[src/rtl/mips_multicycle_control.sv]
// Main control FSM of the multi-cycle MIPS core: sequences fetch, decode, execute, memory and write-back.
// Outputs are decoded from the current state; memory states stall on MEM_READY, and exceptions redirect to vector 0.
module mips_multicycle_control #(
  parameter int OPCODE_WIDTH = 6,
  parameter int FUNCT_WIDTH  = 6
) (
  input  logic                    CLK,
  input  logic                    RST,
  input  logic [OPCODE_WIDTH-1:0] OPCODE,
  input  logic [FUNCT_WIDTH-1:0]  FUNCT,
  input  logic                    ZERO,
  input  logic                    OVERFLOW,
  input  logic                    MEM_READY,
  output logic                    PC_LOAD,
  output logic                    IorD,
  output logic                    IR_EN,
  output logic                    EPC_EN,
  output logic [2:0]              PC_SEL,
  output logic                    MEM_RD,
  output logic                    MEM_WR,
  output logic                    REG_WRITE,
  output logic                    REG_DST,
  output logic                    MEM_TO_REG,
  output logic                    ALU_SRC_A,
  output logic [1:0]              ALU_SRC_B,
  output logic [1:0]              ALU_OP,
  output logic                    CAUSE_EN,
  output logic                    CAUSE,
  output logic [3:0]              STATE
);

  typedef enum logic [3:0] {
    S_FETCH     = 4'd0,
    S_DECODE    = 4'd1,
    S_MEM_ADDR  = 4'd2,
    S_MEM_READ  = 4'd3,
    S_MEM_WB    = 4'd4,
    S_MEM_WRITE = 4'd5,
    S_EXECUTE   = 4'd6,
    S_ALU_WB    = 4'd7,
    S_BRANCH    = 4'd8,
    S_JUMP      = 4'd9,
    S_JR        = 4'd10,
    S_ADDI_EXEC = 4'd11,
    S_ADDI_WB   = 4'd12,
    S_EXCEPTION = 4'd13
  } state_e;

  localparam logic [OPCODE_WIDTH-1:0] OP_RTYPE = OPCODE_WIDTH'(6'b000000);
  localparam logic [OPCODE_WIDTH-1:0] OP_LW    = OPCODE_WIDTH'(6'b100011);
  localparam logic [OPCODE_WIDTH-1:0] OP_SW    = OPCODE_WIDTH'(6'b101011);
  localparam logic [OPCODE_WIDTH-1:0] OP_BEQ   = OPCODE_WIDTH'(6'b000100);
  localparam logic [OPCODE_WIDTH-1:0] OP_BNE   = OPCODE_WIDTH'(6'b000101);
  localparam logic [OPCODE_WIDTH-1:0] OP_J     = OPCODE_WIDTH'(6'b000010);
  localparam logic [OPCODE_WIDTH-1:0] OP_ADDI  = OPCODE_WIDTH'(6'b001000);
  localparam logic [FUNCT_WIDTH-1:0]  FN_JR    = FUNCT_WIDTH'(6'b001000);
  localparam logic [FUNCT_WIDTH-1:0]  FN_ADD   = FUNCT_WIDTH'(6'b100000);
  localparam logic [FUNCT_WIDTH-1:0]  FN_SUB   = FUNCT_WIDTH'(6'b100010);

  state_e state_q, state_d;
  logic   cause_q, cause_d;

  always_ff @(posedge CLK or posedge RST) begin
    if (RST) begin
      state_q <= S_FETCH;
      cause_q <= 1'b0;
    end else begin
      state_q <= state_d;
      cause_q <= cause_d;
    end
  end

  always_comb begin
    state_d    = S_FETCH;
    cause_d    = cause_q;
    PC_LOAD    = 1'b0;
    IorD       = 1'b0;
    IR_EN      = 1'b0;
    EPC_EN     = 1'b0;
    PC_SEL     = 3'd0;
    MEM_RD     = 1'b0;
    MEM_WR     = 1'b0;
    REG_WRITE  = 1'b0;
    REG_DST    = 1'b0;
    MEM_TO_REG = 1'b0;
    ALU_SRC_A  = 1'b0;
    ALU_SRC_B  = 2'd0;
    ALU_OP     = 2'b00;
    CAUSE_EN   = 1'b0;
    CAUSE      = 1'b0;

    case (state_q)
      S_FETCH: begin
        MEM_RD    = 1'b1;
        ALU_SRC_B = 2'd1;
        IR_EN     = MEM_READY;
        PC_LOAD   = MEM_READY;
        state_d   = MEM_READY ? S_DECODE : S_FETCH;
      end
      S_DECODE: begin
        ALU_SRC_B = 2'd3;
        if (OPCODE == OP_RTYPE)
          state_d = (FUNCT == FN_JR) ? S_JR : S_EXECUTE;
        else if (OPCODE == OP_LW || OPCODE == OP_SW)
          state_d = S_MEM_ADDR;
        else if (OPCODE == OP_BEQ || OPCODE == OP_BNE)
          state_d = S_BRANCH;
        else if (OPCODE == OP_J)
          state_d = S_JUMP;
        else if (OPCODE == OP_ADDI)
          state_d = S_ADDI_EXEC;
        else begin
          state_d = S_EXCEPTION;
          cause_d = 1'b0;
        end
      end
      S_MEM_ADDR: begin
        ALU_SRC_A = 1'b1;
        ALU_SRC_B = 2'd2;
        if (OPCODE == OP_LW)      state_d = S_MEM_READ;
        else if (OPCODE == OP_SW) state_d = S_MEM_WRITE;
      end
      S_MEM_READ: begin
        MEM_RD  = 1'b1;
        IorD    = 1'b1;
        state_d = MEM_READY ? S_MEM_WB : S_MEM_READ;
      end
      S_MEM_WB: begin
        REG_WRITE  = 1'b1;
        MEM_TO_REG = 1'b1;
      end
      S_MEM_WRITE: begin
        MEM_WR  = 1'b1;
        IorD    = 1'b1;
        state_d = MEM_READY ? S_FETCH : S_MEM_WRITE;
      end
      S_EXECUTE: begin
        ALU_SRC_A = 1'b1;
        ALU_OP    = 2'b10;
        // Only the trapping forms add/sub raise overflow; addu/subu wrap silently.
        if (OVERFLOW && (FUNCT == FN_ADD || FUNCT == FN_SUB)) begin
          state_d = S_EXCEPTION;
          cause_d = 1'b1;
        end else begin
          state_d = S_ALU_WB;
        end
      end
      S_ALU_WB: begin
        REG_WRITE = 1'b1;
        REG_DST   = 1'b1;
      end
      S_BRANCH: begin
        ALU_SRC_A = 1'b1;
        ALU_OP    = 2'b01;
        PC_SEL    = 3'd1;
        PC_LOAD   = (OPCODE == OP_BNE) ? ~ZERO : ZERO;
      end
      S_JUMP: begin
        PC_SEL  = 3'd2;
        PC_LOAD = 1'b1;
      end
      S_JR: begin
        PC_SEL  = 3'd3;
        PC_LOAD = 1'b1;
      end
      S_ADDI_EXEC: begin
        ALU_SRC_A = 1'b1;
        ALU_SRC_B = 2'd2;
        if (OVERFLOW) begin
          state_d = S_EXCEPTION;
          cause_d = 1'b1;
        end else begin
          state_d = S_ADDI_WB;
        end
      end
      S_ADDI_WB: begin
        REG_WRITE = 1'b1;
      end
      S_EXCEPTION: begin
        EPC_EN   = 1'b1;
        CAUSE_EN = 1'b1;
        CAUSE    = cause_q;
        PC_SEL   = 3'd4;
        PC_LOAD  = 1'b1;
      end
      default: state_d = S_FETCH;
    endcase

    // Reset suppresses every enable immediately, before the state register settles.
    if (RST) begin
      PC_LOAD   = 1'b0;
      IR_EN     = 1'b0;
      EPC_EN    = 1'b0;
      MEM_RD    = 1'b0;
      MEM_WR    = 1'b0;
      REG_WRITE = 1'b0;
      CAUSE_EN  = 1'b0;
    end
  end

  assign STATE = state_q;

endmodule
[config.mk]
export PLATFORM = sky130hd
export DESIGN_NAME = mips_multicycle_control
export DESIGN_NICKNAME = d
export VERILOG_FILES = /design/src/rtl/mips_multicycle_control.sv
export SDC_FILE = /design/constraint.sdc
export NUM_CORES = 1
export LEC_CHECK = 0
export CAP_MARGIN = 20
export CORE_MARGIN = 5
export CORE_UTILIZATION = 42
export CTS_CLUSTER_SIZE = 14
export DETAILED_ROUTE_END_ITERATION = 8
export PLACE_DENSITY = 0.82
export SLEW_MARGIN = 40
export SYNTH_ARGS = -nofsm -noshare
export SYNTH_HDL_FRONTEND = slang
export SYNTH_SLANG_ARGS = --single-unit
[constraint.sdc]
create_clock -name CLK -period 5.6 [get_ports CLK]
set_clock_uncertainty 0.1 [all_clocks]
set_input_delay 1.4 -clock CLK [delete_from_list [all_inputs] [get_ports CLK]]
set_output_delay 1.4 -clock CLK [all_outputs]
set_load 0.02 [all_outputs]
==> run_results.csv, run 1 <==
group,metric,value,unit
drt,wl_per_cell,13.8,um
yosys,synth.most_common_cell,"nor2_1",
critical_path,slowest_delay,650,ps
clocking,root_buffer,"clkbuf_4",
critical_path,crit_top_cell,"clkdlybuf4s50_1",
yosys,ys_async_sr_fraction,100,%
global_routing,first_global_vias,890,
pwr,p_total,431,uW
drt,wl,2310,um
drt,drc,0,
global_routing,grt_pass1_wl,3780,um
clocking,cts.path.max_buffers,2,
clocking,cts_setup_buffers,0,
timing,tightest_slew,629,ps
timing,final-hold-violation-count,0,
critical_path,cp_num_buf_inv,2,
clocking,htreeDepth,1,
placed_design,hpwl,1830,um
critical_path,cp_cell_sequence,"clkdlybuf4s50_1 -> or4_4 -> nor3_1 -> o21ai_1 -> a211oi_2 -> clkdlybuf4s50_1",
yosys,synth-seq-cells,5,
drt,postRouteAntennaNets,0,
yosys,post_synth.cell_area_avg,7.32,um^2
clocking,cts_tree,"yes",
final_layout,drive_above_1_share,5.63,%
clocking,numCtsBuffers,3,
drt,wl_met2,1110,um
yosys,yosys_warnings,0,
pwr,p_leak,0.425,nW
critical_path,slowest_stage,"clkdlybuf4s50_1",
critical_path,worst_r2r_startpoint,"STATE[2]",
placed_design,post_dp_cell_area,0.00115,mm^2
clocking,cts.clk_slew.worst_paths,50,ps
yosys,netlist-cell-type-count,41,
global_routing,grt_max_degree,24,
hold_path,min-delay-start,"cause_q",
yosys,netlist.area_leader.share,16.0,%
die,fp.dieH,53.2,um
hold_path,hold_path_depth,1,
die,core_region_area,0.00175,mm^2
yosys,synth_enable_flop_cells,0,
placed_design,gp_congestion,0.835,
critical_path,timing_worst_setup_path_type,"primary input to output port",
yosys,synth_area,783,um^2
die,io_pins,40,
global_routing,overflow,0,
hold_path,holdPathEnd,"cause_q",
final_layout,fin_cells,167,
clocking,ctsHoldBuffers,0,
placed_design,io_buffers,39,
drt,drtIter0Drc,26,
global_routing,track_usage,17.2,%
final_layout,stdcell_area,0.00117,mm^2
die,die-area,0.00283,mm^2
final_layout,antenna_cells,0,
pwr,power_density,367,mW/mm^2
placed_design,dp.cells,163,
die,die_x,53.2,um
drt,drt-pass1-iter-count,4,
clocking,clock_latency,240,ps
yosys,syn_inst,107,
yosys,ys_top_cells_by_count,"nor2_1 (13), nand2_1 (8), nor3_1 (8)",
timing,hold_ws,391,ps
run_status,status,"finished clean",
timing,tns,0,ps
yosys,ys.flop_type,"dfrtp_1",
timing,relSlewSlack,58.0,%
die,row_count,15,
critical_path,r2r-end,"STATE[1]",
final_layout,fin_nets,160,
clocking,cts_resized,0,
drt,highest-signal-layer,"met3",
hold_path,hold_class,"flop to flop",
yosys,syn-num-nets,124,
yosys,seq_area_frac_synth,16.0,%
critical_path,critPathTopFamily,"buffers and inverters",
critical_path,cp_data_arrival_time,3650,ps
critical_path,crit_fanout,6,
timing,setup_ws,454,ps
critical_path,crit_required,4100,ps
drt,vias,940,
critical_path,r2r_setup_slack,3720,ps
yosys,synth_top_area_cell,"dfrtp_1",
die,start_util,44.9,%
critical_path,startpoint_type,"primary input",
critical_path,r2r_cells,4,
final_layout,utilization,67.2,%
timing,clock.fmax,194,MHz
timing,period_share,91.9,%
clocking,cts_sinks,5,
critical_path,end_kind,"output port",
timing,fin_crit,5150,ps
run,max_cap_viol_count,0,
pwr,vdd_drop_max,177,uV
timing,rsz0062_at_grt,"no",
timing,slew_viol_final,0,
global_routing,antenna_found_initial,0,
yosys,synth_area_leaders,"dfrtp_1 (16%), nor2_1 (6.2%), nor3_1 (5.1%)",
drt,met3WireLength,160,um
placed_design,place_ws,431,ps
drt,routed_via_density,5.63,
final_layout,syn2layout_area_growth,49.8,%
timing,setup_violations,0,
drt,wl_met1,1040,um
==> power breakdown <==
group	switching, mW	internal (mW)	leakage, nW
Sequential	0.0482	0.0456	0.0661
Combinational	0.150	0.145	0.344
Clock	0.0150	0.0269	0.0150
Total	0.213	0.218	0.425
==> worst max path at each step <==
stage / startpoint / slack (ps) / depth (start not counted) / end
3_3_place_gp: OPCODE[3] / 520 / 6 / PC_LOAD
2_1_floorplan: OPCODE[3] / 1480 / 4 / PC_LOAD
5_1_grt: OPCODE[1] / 380 / 6 / PC_LOAD
4_1_cts: OPCODE[3] / 430 / 6 / PC_LOAD
3_5_place_dp: OPCODE[3] / 430 / 6 / PC_LOAD
6_report: OPCODE[1] / 450 / 6 / PC_LOAD
==> worst register-to-register path, delay by kind of cell, from the launching register on <==
kind | cells | cell delay, ps
AO/OA/AOI/OAI | 1 | 200
buffers and inverters | 1 | 100
flip-flops | 1 | 590
AND/OR/NAND/NOR | 2 | 800
==> metal layers <==
metal | up-vias | GRT usage, %
met5 | - | 0
met4 | 0 | 2.98
met3 | 0 | 2.54
met2 | 39 | 32.4
met1 | 433 | 20.4
li1 | 468 | -
==> cell usage in the layout (no fill, tap or decap), types with 3 or more instances in the layout <==
master / count
o21ai_0: 5
clkdlybuf4s50_1: 39
nand2b_1: 5
a21oi_1: 5
nand2_1: 8
and3_1: 4
nor2_1: 13
nor2b_1: 3
inv_1: 5
nor4_1: 3
nor3b_1: 3
dfrtp_1: 5
nor3_1: 8
clkbuf_4: 3
==> cell type report <==
class / count / area, um^2
flip-flops and latches: 5 / 125
inverters: 5 / 18.8
multi-input cells: 89 / 582
clock buffers: 4 / 26.3
repair buffers: 39 / 390
fillers: 167 / 572
well taps: 25 / 31.3
==> registers in the layout, summed over array words and instances (netlist names) <==
signal and flops:
STATE 4, cause_q 1
==> cell families (layout without fill, tap and decap cells) <==
logic type                count (synthesis)  after routing  share of synthesized area (%)
and+or+nand+nor                          58             58                           43.8
AOI/OAI and AO/OA                        29             29                           28.3
buffers and inverters                    13             48                           9.74
DFF                                       5              5                           16.0
xor gates and xnor gates                  2              2                           2.24
Note: power is estimated with default switching activity, not from simulation.
==> run 2: changes to the inputs <==
- SLEW_MARGIN: 40 -> unset
- clock period: 5.6 -> 6.3 ns (I/O delays scaled with it)
==> results of run 2 <==
Same layout as run 1 (identical final DEF). Status: finished clean.
Main changes from that run: setup slack after placement 431 ps -> 781 ps; setup slack after layout 454 ps -> 804 ps; register-to-register setup slack 3720 ps -> 4420 ps; total power 0.431 mW -> 0.383 mW; worst IR drop on VDD 177 uV -> 157 uV
==> run 3: changes to the inputs <==
- ABC_AREA: unset -> 1
==> run 3 against run 2 <==
Against the previous run: via count grew 7.6%; first-iteration DRC count decreased by 69%; count of clock-buffer cells in the layout stayed put; die area unchanged; global-route usage up 1.9 points; cell count grew 29%; fmax grew 11%; routed wire length fell by 3.5%; register-to-register slack better by 380 ps; clock power is essentially flat; design area rose by 4.3%.
==> run_results.csv, run 3 <==
group,metric,value,unit
critical_path,worst_r2r_startpoint,"STATE[0]",
clocking,root_buffer,"clkbuf_4",
yosys,synth_area_leaders,"nand2_1 (19%), nor2_1 (16%), dfrtp_1 (16%)",
clocking,ctsHoldBuffers,0,
die,start_util,44.9,%
final_layout,stdcell_area,0.00122,mm^2
yosys,synthAdderAreaFrac,0,%
yosys,ys.flop_type,"dfrtp_1",
timing,hold_ws,378,ps
critical_path,cp_num_buf_inv,3,
critical_path,slowest_stage,"clkdlybuf4s50_1",
yosys,seq_area_frac_synth,16.0,%
clocking,cts_sinks,5,
drt,postRouteAntennaNets,0,
critical_path,slowest_delay,610,ps
drt,wl,2230,um
critical_path,r2r_setup_slack,4800,ps
final_layout,layout_commonest_cell,"nand2_1",
die,fp.dieH,53.2,um
hold_path,hold_path_depth,2,
yosys,netlist-cell-type-count,22,
final_layout,syn2layout_area_growth,56.2,%
timing,tightest_slew,328,ps
yosys,synth_top_family_by_area,"simple AND/OR/NAND/NOR gates",
drt,wl_per_cell,10.3,um
drt,routed_via_density,4.68,
pwr,power_density,289,mW/mm^2
yosys,synth_compound_area_share,8.79,%
hold_path,holdPathEnd,"cause_q",
timing,rsz0062_at_grt,"no",
critical_path,timing_worst_setup_path_type,"primary input to output port",
yosys,yosys_warnings,0,
drt,met3WireLength,169,um
critical_path,critPathTopFamily,"buffers and inverters",
final_layout,final_cell_mix,"nand2_1 (40), clkdlybuf4s50_1 (39), nor2_1 (34)",
yosys,synth_top_area_cell,"nand2_1",
clocking,clock_latency,250,ps
die,row_count,15,
clocking,cts.path.max_buffers,2,
run_status,status,"finished clean",
critical_path,end_kind,"output port",
drt,drc,0,
drt,drt-pass1-iter-count,4,
drt,vias,1011,
placed_design,hpwl,1990,um
timing,clock.fmax,203,MHz
critical_path,crit_required,4620,ps
critical_path,cp_cell_sequence,"clkdlybuf4s50_1 -> inv_1 -> nor2_1 -> nand3_1 -> nor2_1 -> o21ai_1 -> a21oi_2 -> clkdlybuf4s50_1",
yosys,synth_area,783,um^2
timing,setup_violations,0,
critical_path,crit_fanout,3,
yosys,syn_inst,149,
placed_design,io_buffers,39,
yosys,yosys-mux-area-fraction,0,%
hold_path,min-delay-start,"cause_q",
drt,drtIter0Drc,8,
clocking,cts.clk_slew.worst_paths,40,ps
run,max_cap_viol_count,0,
pwr,vdd_drop_max,127,uV
global_routing,overflow,0,
critical_path,startpoint_type,"primary input",
clocking,htreeDepth,1,
pwr,p_leak,0.620,nW
final_layout,antenna_cells,0,
clocking,cts_tree,"yes",
drt,wl_met2,1140,um
die,die_x,53.2,um
critical_path,cp_data_arrival_time,3260,ps
drt,highest-signal-layer,"met4",
global_routing,antenna_found_initial,0,
final_layout,largest_reg_flops,4,
yosys,synth_enable_flop_cells,0,
yosys,syn-num-nets,166,
global_routing,first_global_vias,947,
clocking,cts_setup_buffers,0,
hold_path,hold_class,"flop to flop",
timing,slew_viol_final,0,
drt,wl_met1,876,um
timing,relSlewSlack,78.1,%
die,die-area,0.00283,mm^2
final_layout,fin_nets,209,
timing,final-hold-violation-count,0,
global_routing,grt_pass1_wl,3930,um
clocking,cts_resized,0,
critical_path,r2r_cells,8,
yosys,netlist.area_leader.share,19.2,%
yosys,synth_xor_area_share,0,%
placed_design,post_dp_cell_area,0.00120,mm^2
global_routing,grt_max_degree,8,
critical_path,r2r-end,"STATE[2]",
yosys,synth-seq-cells,5,
timing,tns,0,ps
final_layout,drive_above_1_share,14.1,%
critical_path,crit_cells,8,
yosys,ys_top_cells_by_count,"nand2_1 (40), nor2_1 (34), inv_1 (19), nand3_1 (10), nor2_2 (7)",
timing,period_share,78.3,%
die,io_pins,40,
die,core_region_area,0.00175,mm^2
placed_design,gp_congestion,0.851,
yosys,synth.most_common_cell,"nand2_1",
yosys,ys_async_sr_fraction,100,%
yosys,post_synth.cell_area_avg,5.26,um^2
timing,fin_crit,4930,ps
global_routing,track_usage,19.1,%
yosys,synth-simple-area-share,61.7,%
clocking,numCtsBuffers,3,
[run 3: report_power, final]
group          internal, mW  switching (mW)  leakage [nW]  total (mW)
Sequential           0.0409          0.0182        0.0662      0.0591
Combinational         0.110           0.147         0.539       0.257
Clock                0.0239          0.0133        0.0150      0.0372
Total                 0.175           0.179         0.620       0.353
[run 3: metal layers]
| layer | global-route usage [%] | vias to the layer above |
|---|---|---|
| met3 | 2.25 | 4 |
| met5 | 0 | - |
| li1 | - | 542 |
| met1 | 20.4 | 427 |
| met4 | 10.2 | 0 |
| met2 | 36.0 | 38 |
[run 3: cell type report]
| cell class | instances | area [um^2] |
|---|---|---|
| Sequential cell | 5 | 125 |
| Timing Repair Buffer | 39 | 390 |
| Multi-Input combinational cell | 117 | 552 |
| Fill cell | 159 | 522 |
| Clock buffer | 4 | 26.3 |
| Tap cell | 25 | 31.3 |
| Inverter | 26 | 98.8 |
[run 3: worst min-delay path: cells and delay by family, from the launching register on]
family,cells,cell delay (ps)
DFF,1,340
and+or+nand+nor,2,110
[run 3: kinds of logic (layout without fill, tap and decap cells)]
kind of cell | count (synthesis) | after routing
buffers and inverters | 27 | 69
AO/OA/AOI/OAI | 13 | 13
flip-flops | 5 | 5
AND/OR/NAND/NOR | 104 | 104
[run 3: worst max path at each step]
stage	start	end
floorplan	OPCODE[1]	PC_LOAD
global placement	OPCODE[2]	PC_LOAD
detailed placement	OPCODE[2]	PC_LOAD
CTS	OPCODE[2]	PC_LOAD
global route	OPCODE[2]	PC_LOAD
finish	OPCODE[0]	PC_LOAD
[run 3: stage by stage]
stage                     power [mW]  worst slack, ps  std cells  utilization, %
final                          0.353             1370        216            70.1
after CTS                      0.356             1360        216            70.1
after global routing           0.382             1250        216            70.1
after detailed placement       0.318             1370        212            68.6
after global placement         0.315             1380        212            68.6
after floorplan                0.213             2410        149               -
